--- src/rtl/cnt_job_sched.sv ---
// Round-robin scheduler that time-shares one up/down counter as a countdown timer.
// A granted requester's length is loaded, counted down to zero, then acknowledged with done.
module cnt_job_sched #(
   parameter int unsigned WIDTH = 4,
   parameter int unsigned NREQ  = 4
) (
   input  logic                  clk,
   input  logic                  rstn,
   input  logic [NREQ-1:0]       req,
   input  logic [NREQ*WIDTH-1:0] req_len,
   output logic [NREQ-1:0]       gnt,
   output logic [NREQ-1:0]       done,
   output logic                  busy,
   output logic                  cnt_load_en,
   output logic [WIDTH-1:0]      cnt_load,
   output logic                  cnt_down,
   input  logic [WIDTH-1:0]      cnt_count
);
   localparam int unsigned IW = (NREQ > 1) ? $clog2(NREQ) : 1;

   typedef enum logic [1:0] {S_IDLE, S_LOAD, S_RUN, S_DONE} state_e;

   state_e           state_q, state_d;
   logic [IW-1:0]    idx_q, idx_d;
   logic [IW-1:0]    ptr_q, ptr_d;
   logic [WIDTH-1:0] len_q, len_d;

   logic [WIDTH-1:0] len_arr [NREQ];
   logic             win_vld;
   logic [IW-1:0]    win_idx;
   logic [IW-1:0]    cand;

   for (genvar g = 0; g < NREQ; g++) begin : g_len
      assign len_arr[g] = req_len[g*WIDTH +: WIDTH];
   end

   // First pending requester at or after ptr_q, wrapping modulo NREQ.
   always_comb begin
      win_vld = 1'b0;
      win_idx = '0;
      cand    = '0;
      for (int unsigned k = 0; k < NREQ; k++) begin
         cand = IW'((32'(ptr_q) + k) % NREQ);
         if (!win_vld && req[cand]) begin
            win_vld = 1'b1;
            win_idx = cand;
         end
      end
   end

   always_ff @(posedge clk or negedge rstn) begin
      if (!rstn) begin
         state_q <= S_IDLE;
         idx_q   <= '0;
         ptr_q   <= '0;
         len_q   <= '0;
      end else begin
         state_q <= state_d;
         idx_q   <= idx_d;
         ptr_q   <= ptr_d;
         len_q   <= len_d;
      end
   end

   // Next state plus output decode; outside a running job the counter is parked at zero.
   always_comb begin
      state_d     = state_q;
      idx_d       = idx_q;
      ptr_d       = ptr_q;
      len_d       = len_q;
      gnt         = '0;
      done        = '0;
      busy        = 1'b1;
      cnt_load_en = 1'b1;
      cnt_load    = '0;
      cnt_down    = 1'b0;
      case (state_q)
         S_IDLE: begin
            busy = 1'b0;
            if (win_vld) begin
               idx_d   = win_idx;
               len_d   = len_arr[win_idx];
               ptr_d   = IW'((32'(win_idx) + 32'd1) % NREQ);
               state_d = S_LOAD;
            end
         end
         S_LOAD: begin
            gnt[idx_q] = 1'b1;
            cnt_load   = len_q;
            state_d    = S_RUN;
         end
         S_RUN: begin
            gnt[idx_q] = 1'b1;
            cnt_down   = 1'b1;
            // Reload zero at the bottom so the counter never wraps to all-ones.
            if (cnt_count != '0) begin
               cnt_load_en = 1'b0;
            end else begin
               state_d = S_DONE;
            end
         end
         S_DONE: begin
            gnt[idx_q]  = 1'b1;
            done[idx_q] = 1'b1;
            state_d     = S_IDLE;
         end
         default: state_d = S_IDLE;
      endcase
   end
endmodule

--- config.mk ---
export PLATFORM = sky130hd
export DESIGN_NAME = cnt_job_sched
export DESIGN_NICKNAME = d
export VERILOG_FILES = /design/src/rtl/cnt_job_sched.sv
export SDC_FILE = /design/constraint.sdc
export NUM_CORES = 1
export LEC_CHECK = 0
export CORE_ASPECT_RATIO = 1.4
export CORE_MARGIN = 2
export CORE_UTILIZATION = 41
export CTS_BUF_LIST = sky130_fd_sc_hd__clkbuf_4
export DETAILED_ROUTE_END_ITERATION = 8
export PLACE_DENSITY_LB_ADDON = 0.12
export SKIP_LAST_GASP = 1
export SLEW_MARGIN = 20
export SYNTH_ARGS = -nofsm -noshare
export SYNTH_HDL_FRONTEND = slang
export SYNTH_SLANG_ARGS = --single-unit
--- constraint.sdc ---
create_clock -name clk -period 2.4 [get_ports clk]
set_input_delay 0.72 -clock clk [delete_from_list [all_inputs] [get_ports clk]]
set_output_delay 0.72 -clock clk [all_outputs]
set_load 0.01 [all_outputs]
## After elaboration in Yosys (flattened, before gate mapping)

Cells that the tools add are included.

- Input bits: 26
- Word-level logic and storage cells: 64
- Register bits after elaboration: 10
- Output and inout bits: 15

- Bitwise logic cells: 1
- $lt $le $gt $ge: 7
- Add/sub/neg operators: 4
- Reduce and logical (&&, ||, !) cells: 12
- Equality and inequality tests: 5
- Multiplexer cells: 31

Operators by type and width:

| kind | count |
|---|---|
| $mux W4 | 5 |
| $lt A2 B3 Y1 const B | 5 |
| $mux W1 | 13 |
| $mux W2 | 6 |
| $bmux W1 S2 | 4 |
| $bmux W4 S2 | 1 |
| $pmux W2 S4 | 1 |
| $add A2 B1 Y2 const B | 2 |
| $add A2 B2 Y2 const B | 2 |
| $eq A2 B2 Y1 const B | 2 |
| $logic_and A1 B1 Y1 | 4 |
| $ne A2 B2 Y1 const B | 2 |
| $reduce_and A2 Y1 | 2 |
| $reduce_bool A4 Y1 | 1 |
| $ge A3 B3 Y1 const B | 1 |
| $logic_not A1 Y1 | 3 |
| $not A2 Y3 | 1 |
| $reduce_or A3 Y1 | 1 |
| $demux W1 S2 | 1 |
| $eq A2 B1 Y1 const B | 1 |
| $ge A2 B1 Y1 const B | 1 |
| $logic_not A2 Y1 | 1 |

## Longest topological paths before layout

- Depth in word-level cells: 16
- Depth in mapped cells: 7
- Depth with buffers taken out: 7

## Worst setup path after synthesis

No wires, ideal clock.

- Path kind: input to output
- From: in cnt_count[1]
- To: out cnt_load_en
- Required time: 1680 ps
- Arrival: 1307 ps
- Path buffers: 0
- Stages: 1
- Setup slack: 373 ps
- Cell sequence: o41ai_1

- Word-level cells in the longest chain between the ends: 3

Ends and longest elaborated chain:

| what | RTL line | source |
|---|---|---|
| start: declaration | 17 | `input logic [WIDTH-1:0] cnt_count` |
| $reduce_bool A4 Y1 | 96 | `if (cnt_count != '0) begin` |
| $mux W1 | 96 |  |
| $mux W1 | 77 | `case (state_q)` |
| end: declaration | 14 | `output logic cnt_load_en,` |

No other way between the ends.

## Worst setup path in the final report

- From: in cnt_count[0]
- To: out cnt_load_en

The elaborated chain is that of the path after synthesis.

==> flow_metrics.py <==
metrics = {
    "detailed_routing": {
        "drt-initial-drc-count": 7,
        "vias_per_cell": 5.346,
        "ant_nets": 0,
        "remaining_drc_errors": 0,
        "firstDrtPassIters": 6,
        "detail_route.wl_per_cell_um": 11.97,
        "num_vias": 834,
        "wl_um": 1868,
    },
    "yosys": {
        "yosys_warnings": 0,
        "synthCells": 87,
        "synth.cell_area_um2": 808.3,
        "synth_cell_types": 33,
        "synth.area.top_cells": "dfrtp_1 (31%), ha_1 (6.2%), mux2i_1 (6.2%), and4_1 (4.3%), nor2_1 (3.7%)",
        "synth_most_common_cell": "dfrtp_1",
        "yosys_most_used_dff": "dfrtp_1",
        "ys_seq_area_share_pct": 30.96,
        "syn_avg_cell_area_um2": 9.291,
        "synth_fp_nets": 117,
        "ys_top_cells_by_count": "dfrtp_1 (10), nor2_1 (8), nand2_1 (7), mux2i_1 (5)",
        "synth_edf_count": 0,
        "yosys.area.top_type": "dfrtp_1",
        "netlist.area_leader.share_pct": 30.96,
        "ys_async_sr_fraction_pct": 100.0,
        "ys_ff_latch": 10,
    },
    "grt": {
        "grt_pass1_wl_um": 3153,
        "track_usage_pct": 17.03,
        "grt_max_degree": 11,
        "grt_pass1_vias": 793,
        "met1_usage_pct": 16.63,
        "grtUsageMet3_pct": 1.608,
        "antenna_found_initial": 0,
        "grt_use_met2_pct": 33.26,
        "overflow": 0,
        "gr-max-usage-layer": "met2",
    },
    "min_path": {
        "hold_path.class": "flip-flop to flip-flop",
        "holdPathEnd": "len_q[0]",
        "hold_depth": 2,
        "min_from": "len_q[0]",
    },
    "sta": {
        "clock.fmax_mhz": 421.5,
        "setup_viol": 0,
        "hold_slack_ns": 0.5007,
        "period_needed_ns": 2.373,
        "slew_viol_final": 0,
        "fin_skew_ns": 0.0006036,
        "rsz0062_at_grt": "true",
        "slew_headroom_pct": 69.80,
        "finalCritPeriodShare_pct": 98.86,
        "worst_pin_slew_ns": 0.4516,
        "setup_slack_ns": 0.02740,
        "hold_viol_final": 0,
    },
    "floorplanning": {
        "die_h_um": 56.54,
        "initial_core_util_pct": 42.50,
        "fp.dieW_um": 41.53,
        "dieArea_mm2": 0.002348,
        "coreArea_mm2": 0.001902,
        "ios": 41,
        "row_count": 19,
    },
    "placement": {
        "place_congestion": 0.7499,
        "dp_hpwl_um": 1622,
        "place_ws_ns": -0.4860,
        "portBuffers": 40,
        "dp_cells": 151,
    },
    "clocking": {
        "path_clk_slew_ns": 0.06,
        "htreeDepth": 1,
        "cts_tree": "done",
        "cts-buffers-inserted": 3,
        "holdBufCountCts": 0,
        "clockBufferDepth": 2,
        "clk_latency_ns": 0.26,
        "cts-root-buf": "clkbuf_4",
        "clock-sinks": 10,
    },
    "finish": {
        "areaGrowthSynthToFinish_pct": 61.92,
        "fin_cells": 156,
        "layout.nets": 166,
        "n_antenna_cell": 0,
        "fillers": 168,
        "post-route-util_pct": 68.82,
        "drive_gt1_share_pct": 17.04,
    },
    "setup_path": {
        "r2r_slack_ns": 0.83,
        "crit_fanout": 2,
        "path_class": "primary input to output port",
        "required_ns": 1.68,
        "ff2ff_path_depth": 6,
        "timing.rr.end": "len_q[3]",
        "startpoint_type": "primary input",
        "cp-end-kind": "output port",
        "r2r-start": "state_q[0]",
        "crit_arrival_ns": 1.65,
    },
    "power_and_ir_drop": {
        "swShare_pct": 40.06,
        "power_density_mw_per_mm2": 1002,
        "p_seq_share_pct": 25.7,
        "intPower_uw": 786.3,
        "switching_power_uw": 525.4,
        "power_leakage_nw": 0.6010,
        "combPwrFrac_pct": 65.5,
        "p_total_mw": 1.312,
        "clkPwrFrac_pct": 8.8,
        "ir_drop_mv": 0.4557,
    },
    "job": {
        "cap_violations": 0,
    },
    "run_status": {
        "outcome": "finished clean",
    },
}
## power by group through the flow
stage / clock network (mW) / logic [mW] / registers (mW)
after floorplan: 0 / 0.511 / 0.320
after global placement: 0 / 0.827 / 0.334
after detailed placement: 0 / 0.850 / 0.342
after CTS: 0.119 / 0.875 / 0.336
after global routing: 0.123 / 0.955 / 0.351
final: 0.116 / 0.859 / 0.336
## cells in the final DEF (no fill, tap or decap), types with 2 or more instances in the layout
| cell | Yosys | routed |
|---|---|---|
| a211oi_2 | 2 | 2 |
| and4_1 | 4 | 4 |
| o31a_1 | 2 | 2 |
| inv_1 | 4 | 3 |
| ha_1 | 4 | 2 |
| nand2b_1 | 3 | 3 |
| buf_4 | 0 | 5 |
| nand2_1 | 7 | 7 |
| clkdlybuf4s50_1 | 0 | 33 |
| nor3b_1 | 3 | 3 |
| dfrtp_1 | 10 | 10 |
| and2_1 | 4 | 4 |
| nor2_1 | 8 | 8 |
| or2_2 | 2 | 2 |
| clkbuf_4 | 0 | 3 |
| dlymetal6s2s_1 | 0 | 3 |
| and3b_1 | 2 | 2 |
| dlygate4sd2_1 | 0 | 3 |
| a21oi_1 | 2 | 2 |
| mux2i_1 | 5 | 5 |
| a21o_2 | 2 | 2 |
| a211oi_1 | 2 | 2 |
| and3_1 | 2 | 2 |
| o21ai_0 | 4 | 4 |
| o211ai_1 | 2 | 2 |
## kinds of logic (layout without fill, tap and decap cells)
family	count (synthesis)	after routing	share of synthesized area [%]
flip-flops	10	10	30.96
adder cells (fa/ha/maj)	4	4	6.192
AND/OR/NAND/NOR	41	41	32.35
multiplexers	5	5	6.192
AO/OA/AOI/OAI	21	21	19.97
buffers and inverters	5	53	3.250
XOR/XNOR	1	1	1.084
## worst max-delay path, cell delays in order
cell and delay [ns]:
clkdlybuf4s50_1 0.41, o41ai_2 0.33, buf_2 0.19
## cell type report
cell class              count  area [um^2]  share of cell area, %
repair buffers             45        436.7                  33.37
multi-input cells          72        554.3                  42.35
clock buffers               3        22.52                  1.721
clock inverters             1        3.754                 0.2868
flip-flops and latches     10        250.2                  19.12
inverters                   4        15.01                  1.147
well taps                  21        26.28                  2.008
## timing repair
item	4_1_cts	5_1_grt
setup buffers	1	0
endpoints found under the setup margin	6	6
resized for setup	10	5
pin swaps	0	1
hold endpoints to repair	0	0
## metrics by stage
stage / cell area, um^2 / TNS, ns
6_report: 1309 / 0
4_1_cts: 1299 / -0.01951
2_1_floorplan: 808.3 / 0
5_1_grt: 1309 / -0.01113
3_5_place_dp: 1254 / -0.4860
3_3_place_gp: 1254 / -0.4562
## worst max path at each step
stage / startpoint / slack (ns) / cells after the start / endpoint
after floorplan: cnt_count[1] / 0.37 / 1 / cnt_load_en
after global placement: cnt_count[1] / -0.46 / 3 / cnt_load_en
after detailed placement: cnt_count[1] / -0.49 / 3 / cnt_load_en
after CTS: cnt_count[1] / -0.02 / 3 / cnt_load_en
after global routing: state_q[1] / -0.01 / 4 / cnt_load[0]
final: cnt_count[0] / 0.03 / 3 / cnt_load_en
## sequential cells by signal (all words and copies together) (netlist names)
| register | cells |
|---|---|
| state_q | 2 |
| idx_q | 2 |
| len_q | 4 |
| ptr_q | 2 |
## layer usage
metal	up-vias	share of wire, %
li1	416	-
met1	380	36
met2	36	55
met3	2	7.4
met4	0	1.4
met5	-	0
(Power assumes the default switching activity.)
